File: src/rtl/tdm_demux16_pkg.sv
// Shared constants, state encoding and slot decode helper for the 16-channel TDM receive path.
package tdm_demux16_pkg;

    localparam int N_CH  = 16;
    localparam int SEL_W = 4;

    typedef enum logic {
        HUNT = 1'b0,
        RUN  = 1'b1
    } state_t;

    // One-hot decode of a slot index into a channel-wide strobe vector.
    function automatic logic [N_CH-1:0] slot_onehot(input logic [SEL_W-1:0] sel);
        logic [N_CH-1:0] vec;
        vec      = {N_CH{1'b0}};
        vec[sel] = 1'b1;
        return vec;
    endfunction

endpackage

File: src/rtl/tdm_demux16_demux_1x16.sv
// Combinational slot decoder: turns the current slot index into per-channel capture strobes.
module demux_1x16
    import tdm_demux16_pkg::*;
(
    input  logic [SEL_W-1:0] sel,
    input  logic             en,
    output logic [N_CH-1:0]  we
);

    // Strobe exactly one channel when enabled, none otherwise.
    always_comb begin
        we = {N_CH{1'b0}};
        if (en) begin
            we = slot_onehot(sel);
        end else begin
            we = {N_CH{1'b0}};
        end
    end

endmodule

File: src/rtl/tdm_demux16.sv
// Receive end of a 16:1 TDM link: locks to frame_sync, flywheels between syncs and
// presents each completed 16-bit frame in parallel with a one-cycle valid pulse.
module tdm_demux16
    import tdm_demux16_pkg::*;
(
    input  logic             clk,
    input  logic             rst_n,
    input  logic             en,
    input  logic             din,
    input  logic             frame_sync,
    output logic [N_CH-1:0]  dout,
    output logic             dout_valid,
    output logic [SEL_W-1:0] slot,
    output logic             locked,
    output logic             sync_err
);

    state_t           state_r;
    state_t           state_s;
    logic [SEL_W-1:0] slot_r;
    logic [SEL_W-1:0] slot_s;
    logic [N_CH-2:0]  cap_r;
    logic [N_CH-1:0]  dout_r;
    logic             dout_valid_r;
    logic             sync_err_r;

    logic             misalign_s;
    logic             cap_en_s;
    logic [SEL_W-1:0] sel_s;
    logic             sync_err_s;
    logic [N_CH-1:0]  we_s;
    logic             frame_done_s;

    // A sync seen mid-frame restarts the frame at slot 0 without leaving RUN.
    assign misalign_s = en && (state_r == RUN) && frame_sync && (slot_r != 4'd0);

    // The last slot is never stored: its strobe completes the frame with din taken live.
    assign frame_done_s = we_s[N_CH-1];

    // State and slot counter register.
    always_ff @(posedge clk) begin
        if (!rst_n) begin
            state_r <= HUNT;
            slot_r  <= 4'd0;
        end else begin
            state_r <= state_s;
            slot_r  <= slot_s;
        end
    end

    // Next state and slot: lock on sync, then free-run modulo 16.
    always_comb begin
        state_s = state_r;
        slot_s  = slot_r;
        if (en) begin
            case (state_r)
                HUNT: begin
                    if (frame_sync) begin
                        state_s = RUN;
                        slot_s  = 4'd1;
                    end else begin
                        state_s = HUNT;
                        slot_s  = 4'd0;
                    end
                end
                RUN: begin
                    state_s = RUN;
                    if (misalign_s) begin
                        slot_s = 4'd1;
                    end else begin
                        slot_s = slot_r + 4'd1;
                    end
                end
                default: begin
                    state_s = HUNT;
                    slot_s  = 4'd0;
                end
            endcase
        end else begin
            state_s = state_r;
            slot_s  = slot_r;
        end
    end

    // Capture select and error strobe derived from the current state.
    always_comb begin
        cap_en_s   = 1'b0;
        sel_s      = slot_r;
        sync_err_s = 1'b0;
        if (en) begin
            case (state_r)
                HUNT: begin
                    cap_en_s = frame_sync;
                    sel_s    = 4'd0;
                end
                RUN: begin
                    cap_en_s = 1'b1;
                    if (misalign_s) begin
                        sel_s      = 4'd0;
                        sync_err_s = 1'b1;
                    end else begin
                        sel_s      = slot_r;
                        sync_err_s = 1'b0;
                    end
                end
                default: begin
                    cap_en_s = 1'b0;
                    sel_s    = 4'd0;
                end
            endcase
        end else begin
            cap_en_s   = 1'b0;
            sel_s      = slot_r;
            sync_err_s = 1'b0;
        end
    end

    demux_1x16 u_demux (
        .sel (sel_s),
        .en  (cap_en_s),
        .we  (we_s)
    );

    // Per-channel capture flops for slots 0..14.
    always_ff @(posedge clk) begin
        if (!rst_n) begin
            cap_r <= {(N_CH-1){1'b0}};
        end else begin
            cap_r <= (cap_r & ~we_s[N_CH-2:0]) | (we_s[N_CH-2:0] & {(N_CH-1){din}});
        end
    end

    // Output word and one-cycle status pulses.
    always_ff @(posedge clk) begin
        if (!rst_n) begin
            dout_r       <= {N_CH{1'b0}};
            dout_valid_r <= 1'b0;
            sync_err_r   <= 1'b0;
        end else begin
            if (frame_done_s) begin
                dout_r <= {din, cap_r};
            end else begin
                dout_r <= dout_r;
            end
            dout_valid_r <= frame_done_s;
            sync_err_r   <= sync_err_s;
        end
    end

    assign dout       = dout_r;
    assign dout_valid = dout_valid_r;
    assign slot       = slot_r;
    assign locked     = (state_r == RUN);
    assign sync_err   = sync_err_r;

endmodule

File: config.mk
export PLATFORM = sky130hd
export DESIGN_NAME = tdm_demux16
export DESIGN_NICKNAME = d
export VERILOG_FILES = /design/src/rtl/tdm_demux16_pkg.sv /design/src/rtl/tdm_demux16_demux_1x16.sv /design/src/rtl/tdm_demux16.sv
export SDC_FILE = /design/constraint.sdc
export NUM_CORES = 1
export LEC_CHECK = 0
export ABC_AREA = 0
export BUFFER_PORTS_ARGS = -buffer_cell sky130_fd_sc_hd__buf_2
export CORE_UTILIZATION = 58
export CTS_CLUSTER_SIZE = 16
export DETAILED_ROUTE_END_ITERATION = 12
export PLACE_DENSITY_LB_ADDON = 0.12
export SLEW_MARGIN = 20
export SYNTH_ARGS = -nofsm -noshare
export SYNTH_HDL_FRONTEND = slang
export SYNTH_SLANG_ARGS = --single-unit
File: constraint.sdc
create_clock -name clk -period 2.8 [get_ports clk]
set_input_delay 0.42 -clock clk [delete_from_list [all_inputs] [get_ports clk]]
set_output_delay 0.42 -clock clk [all_outputs]
set_load 0.005 [all_outputs]
==> summary.txt, run 1 <==
Status
  – Status: completed

Clock network
  – Clk_lat worst skew: 0.34 ns
  – Reg clk slew, reported paths: approximately 0.1 ns
  – CTS Sinks: 38
  – CTS root buffer: clkbuf_4
  – Clock Tree Buf Depth: 2
  – Hold buffer count at CTS: 0
  – CTS H-tree depth: 2
  – CTS tree: built
  – Post-CTS Resized: 0
  – Num CTS Buffers: 5
  – Setup Buffers After CTS: 0

Global routing
  – Pin count of the biggest net entering global routing: 21
  – Grt total ovfl: 0
  – Initial antenna violation count: 0
  – First-pass GRT wire length: ~4900 um
  – Gr usage total: 0.2338
  – Vias in the first global route: about 1,100

Place
  – I/O Buffers: 27
  – Placed Area: roughly 0.0017 mm^2
  – Hpwl dp: between 2000 and 2500 um
  – RePlAce Congestion: roughly 0.96
  – Post-placement cell count: 212
  – Place WS: around 0.83 ns

Route
  – WL/cell: approximately 14 um
  – DRT Pass-1 Iters: 4
  – First-iteration detailed-routing DRC count: 19
  – Vias: ~1,300
  – Routed Antenna Nets: 0
  – DR vias/cell: approximately 5.7
  – Drt drc: 0
  – Final wirelength: 3002 um

Power
  – Logic pwr share: 0.053
  – Maximum VDD drop: 0.0005137 V
  – Psw: slightly above 200 uW
  – Switching share of power: 0.2313
  – PwrDens: a little under 500 mW/mm^2
  – Seq pwr share: 0.621
  – Internal power: 679.3 uW
  – Pwr Total: between 800 and 900 uW
  – Lkg Pwr: approximately 0.74 nW
  – Clock group share of total power: 0.326

Cells and area
  – Final non-filler cell total: 220
  – Core Util, Final: 0.7032
  – Final Instance Area: between 0.0015 and 0.002 mm^2
  – NumNets Final: 196
  – Commonest non-fill, non-tap cell in the layout: dfxtp_1
  – Most frequent cells in the layout: dfxtp_1 (38), nor2_1 (30), mux2i_1 (28)
  – Filler cell count: between 200 and 250
  – Area Overhead vs Synth: 10.15%
  – N_diodes: 0
  – Fraction of layout cells with a size suffix above 1: 0.2158

Min path
  – Hold WC Path Type: input pin to flop
  – Hold depth: 3

Setup path
  – Critical Path RT: around 3 ns
  – CP max-delay cell: dfxtp_1
  – Critical path arrival: between 2 and 2.5 ns
  – Largest stage delay, worst path: between 0.5 and 0.6 ns
  – Critical path class: flop to flop
  – Setup crit end kind: flop
  – CP Buf/Inv Count: 1
  – R2R depth: 6
  – CP Max Fanout: 11
  – CP cell instances: inv_1, ha_1, or3b_4, a31oi_1, a2111o_1, o31ai_1
  – Startpoint types: flop
  – Delay-heaviest family, CP: compound AO/OA/AOI/OAI gates
  – Worst path depth: 6

Die
  – Row cnt: 18
  – Die Height: between 50 and 60 um
  – Starting Density: 0.6384
  – I/O pin cnt: 28
  – Core ar.: between 0.002 and 0.003 mm^2
  – Die ar.: between 0.003 and 0.004 mm^2
  – Die width: around 55 um

STA
  – Max Fclk: just under 500 MHz
  – TNS Setup: 0 ns
  – Worst-margin pin slew: 0.5459 ns
  – RSZ-0062 raised after global routing: no
  – Min Hold Slack: 0.4031 ns
  – Final Cycle Share: 0.7217
  – Max Clock Skew: 0.005165 ns
  – Final Hold Fails: 0
  – Final setup fails: 0
  – Final Max Slew Viols: 0
  – Min cycle time layout: 2.021 ns
  – Max-slew headroom: 0.6338
  – Worst Slack Setup Final: between 0.7 and 0.8 ns

Synthesis
  – Sequential area share after synthesis: 0.4641
  – Number of synthesized flops with an enable pin: 0
  – Synth Instances: around 170
  – Top_reg_cell synth: dfxtp_1
  – YS warnings: 0
  – Mapped Nets: 172
  – Post-synthesis average cell area: between 9 and 10 um^2
  – Syn Std Cell Area: around 0.0016 mm^2
  – Async set-reset flop share out of synthesis: 0
  – Yosys cell types: 29
  – Number of synthesized register bits: 38

Job
  – Max Cap Violations: 0
## logic make-up after synthesis
group | share of synthesized area
flops | 0.4641
simple gates | 0.2046
compound gates | 0.08397
buf+inv | 0.06106
mux | 0.1710
fa+ha+maj | 0.01526
## worst register-to-register path: cells and delay by family, from the launching register on
family,cells,cell delay (ns)
AOI/OAI and AO/OA,3,0.67
adders and majority gates,1,0.26
buffers and inverters,1,0.19
DFF,1,0.54
and+or+nand+nor,1,0.26
## power groups by stage
stage	clock network [mW]	registers, mW	logic, mW
after floorplan	0	0.559	0.0354
after global placement	0	0.561	0.0441
after detailed placement	0	0.562	0.0457
after CTS	0.301	0.549	0.0460
after global routing	0.316	0.550	0.0509
final	0.288	0.549	0.0466
## worst paths after layout
path	from	endpoint	slack (ns)
hold / removal	en	sync_err$_SDFF_PN0_	0.40
hold reg to reg	dout[10]$_SDFFE_PN0P_	dout[10]$_SDFFE_PN0P_	0.49
setup / recovery	slot[0]$_SDFFE_PN0P_	slot[0]$_SDFFE_PN0P_	0.78
setup reg to reg	slot[0]$_SDFFE_PN0P_	slot[0]$_SDFFE_PN0P_	0.78
## per-layer routing
layer | wire length [um] | part of all wire | global-route usage
met4 | 65 | 0.022 | 0.1500
met3 | 147 | 0.049 | 0.06557
met1 | 1393 | 0.46 | 0.2985
met2 | 1395 | 0.46 | 0.3434
met5 | 0 | 0 | 0
## cells in the mapped netlist, types with 3 or more instances
cell	n	area [um^2]
mux2i_1	28	280.3
nor2_1	30	112.6
dfxtp_1	38	760.7
nor3_1	8	40.04
o41ai_1	3	26.28
nand3_1	4	20.02
clkbuf_1	6	22.52
o311ai_0	3	26.28
buf_6	3	33.78
nand2_1	6	22.52
inv_1	4	15.01
nand2b_1	4	25.02
a21oi_1	4	20.02
nand4_1	3	18.77
## final cells by class
class,instances,area (um^2),share of cell area
sequential,38,760.7,0.4213
inverter,5,18.77,0.01040
timing repair buffer,29,150.1,0.08316
tap,30,37.54,0.02079
multi-input combinational,110,778.2,0.4310
clock inverter,1,5.005,0.002772
clock buffer,7,55.05,0.03049
Power figures use the tool's default switching activity.
==> run 2, diff against run 1 <==
--- a/config.mk
+++ b/config.mk
@@ -7,7 +7,7 @@
 export LEC_CHECK = 0
 export ABC_AREA = 0
 export BUFFER_PORTS_ARGS = -buffer_cell sky130_fd_sc_hd__buf_2
-export CORE_UTILIZATION = 58
+export CORE_UTILIZATION = 49
 export CTS_CLUSTER_SIZE = 16
 export DETAILED_ROUTE_END_ITERATION = 12
 export PLACE_DENSITY_LB_ADDON = 0.12
==> constraint.sdc (replaced) <==
create_clock -name clk -period 1.8 [get_ports clk]
set_input_delay 0.27 -clock clk [delete_from_list [all_inputs] [get_ports clk]]
set_output_delay 0.27 -clock clk [all_outputs]
set_load 0.005 [all_outputs]
==> run 2 against run 1 <==
Compared with the run above:
- cell area increased by 2.6%
- maximum frequency up 17%
- wire length is 1.2% higher
- flip-flop and latch count stayed put
- cell count rose by 8.2%
- count of clock-buffer cells in the layout is the same
- clock skew rose by 0.0013 ns
- total power rose by 51%
==> summary.txt, run 2 (synthesized netlist as in run 1, its figures left out) <==
Setup path
  – CP max-delay cell: or3b_4
  – Critical path class: flop to flop
  – Largest stage delay, worst path: 0.41 ns (-0.13 ns)
  – CP Max Fanout: 6 (-5)
  – Delay-heaviest family, CP: compound AO/OA/AOI/OAI gates
  – Setup crit end kind: flop
  – Startpoint types: flop
  – Critical Path RT: 2.04 ns (-1.01 ns)
  – CP cell instances: inv_2, ha_1, or3b_4, a221oi_4, o311ai_1, o41ai_1
  – Critical path arrival: 1.97 ns (-0.30 ns)
  – CP Buf/Inv Count: 1 (unchanged)

STA
  – Max-slew headroom: 0.7306 (+0.09676)
  – Final Cycle Share: 0.9617 (+0.2400)
  – Final setup fails: 0 (unchanged)
  – Min Hold Slack: 0.2336 ns (-0.1696 ns)
  – Max Fclk: 577.7 MHz (+17%)
  – RSZ-0062 raised after global routing: yes
  – Final Hold Fails: 0 (unchanged)
  – Worst-margin pin slew: 0.4036 ns (-0.1423 ns)
  – Final Max Slew Viols: 0 (unchanged)
  – TNS Setup: 0 ns (unchanged)
  – Min cycle time layout: 1.731 ns (-0.2898 ns)
  – Max Clock Skew: 0.006425 ns (+0.001260 ns)

Global routing
  – Vias in the first global route: 1,116 (-1.2%)
  – Grt total ovfl: 0 (unchanged)
  – First-pass GRT wire length: 5057 um (+3.2%)
  – Initial antenna violation count: 0 (unchanged)
  – Pin count of the biggest net entering global routing: 17 (-19%)
  – Gr usage total: 0.1947 (-0.03909)

Route
  – Vias: 1,277 (+1.8%)
  – Drt drc: 0 (unchanged)
  – Routed Antenna Nets: 0 (unchanged)
  – DRT Pass-1 Iters: 4 (unchanged)
  – First-iteration detailed-routing DRC count: 85 (+66)
  – Final wirelength: 3038 um (+1.2%)
  – DR vias/cell: 5.366 (-5.9%)
  – WL/cell: 12.76 um (-6.5%)

Cells and area
  – Core Util, Final: 0.5968 (-0.1064)
  – Fraction of layout cells with a size suffix above 1: 0.2371 (+0.02132)
  – Commonest non-fill, non-tap cell in the layout: dfxtp_1
  – Most frequent cells in the layout: dfxtp_1 (38), nor2_1 (30), mux2i_1 (28)
  – N_diodes: 0 (unchanged)
  – Area Overhead vs Synth: 12.98%
  – NumNets Final: 201 (+2.6%)

Job
  – Max Cap Violations: 0 (unchanged)

Clock network
  – Post-CTS Resized: 0 (unchanged)
  – Clk_lat worst skew: 0.34 ns (about the same)
  – Clock Tree Buf Depth: 2 (unchanged)
  – CTS H-tree depth: 2 (unchanged)
  – CTS tree: built
  – Reg clk slew, reported paths: 0.10 ns (about the same)
  – Num CTS Buffers: 5 (unchanged)
  – CTS Sinks: 38 (unchanged)
  – Hold buffer count at CTS: 0 (unchanged)
  – CTS root buffer: clkbuf_4
  – Setup Buffers After CTS: 0 (unchanged)

Power
  – Maximum VDD drop: 0.0004606 V (-10%)
  – Lkg Pwr: 0.7550 nW (+2.2%)
  – PwrDens: 721.7 mW/mm^2 (+47%)

Place
  – Hpwl dp: 2215 um (+5.4%)
  – I/O Buffers: 27 (unchanged)
  – RePlAce Congestion: 0.7887 (-18%)

Die
  – Die Height: 59.84 um (+8.5%)
  – Die ar.: 0.003580 mm^2 (+18%)
  – Starting Density: 0.5282 (-0.1102)
  – I/O pin cnt: 28 (unchanged)
  – Core ar.: 0.003103 mm^2 (+21%)
  – Die width: 59.84 um (+8.5%)
  – Row cnt: 20 (+2)

Min path
  – Hold WC Path Type: input pin to flop

Status
  – Status: completed
==> run 2: cell type report <==
class / count / area, um^2
timing repair buffer: 34 / 187.7
sequential: 38 / 760.7
inverter: 5 / 18.77
tap: 44 / 55.05
clock buffer: 7 / 45.04
multi-input combinational: 110 / 784.5
fill: 310 / 1251
==> run 2: per-layer routing <==
metal  vias up  GRT usage  wire, um
li1        647          -         -
met1       581     0.2466      1497
met2        43     0.2889      1295
met3         6    0.07359       185
met4         0    0.09635        59
met5         -          0         0
==> run 2: worst paths after layout <==
kind / endpoint / slack (ns) / from / cells after the start
max: flop / 0.07 / slot[0]$_SDFFE_PN0P_ / 6
min: flop / 0.23 / rst_n / 3
max reg2reg: flop / 0.07 / slot[0]$_SDFFE_PN0P_ / 6
min reg2reg: dout[13]$_SDFFE_PN0P_ / 0.49 / dout[13]$_SDFFE_PN0P_ / 2
==> run 2: worst register-to-register path: cells and delay by family (launching register included) <==
family,cells,cell delay (ns)
simple gates,1,0.42
buf+inv,1,0.10
fa+ha+maj,1,0.18
compound gates,3,0.60
flops,1,0.33
==> run 2: power breakdown <==
group | switching [mW] | internal [mW] | leakage, nW
clock | 0.257 | 0.147 | 0.0254
combinational | 0.0552 | 0.0270 | 0.423
sequential | 0.00529 | 0.845 | 0.306
==> run 2: through the flow <==
stage / worst slack [ns] / instance area (um^2) / std cells / power [mW]
3_3_place_gp: 0.1602 / 1800 / 231 / 0.9466
3_5_place_dp: 0.07001 / 1800 / 231 / 0.9494
4_1_cts: 0.03222 / 1846 / 238 / 1.348
2_1_floorplan: 0.01554 / 1639 / 165 / 0.9245
5_1_grt: -0.002792 / 1852 / 238 / 1.402
6_report: 0.06902 / 1852 / 238 / 1.336
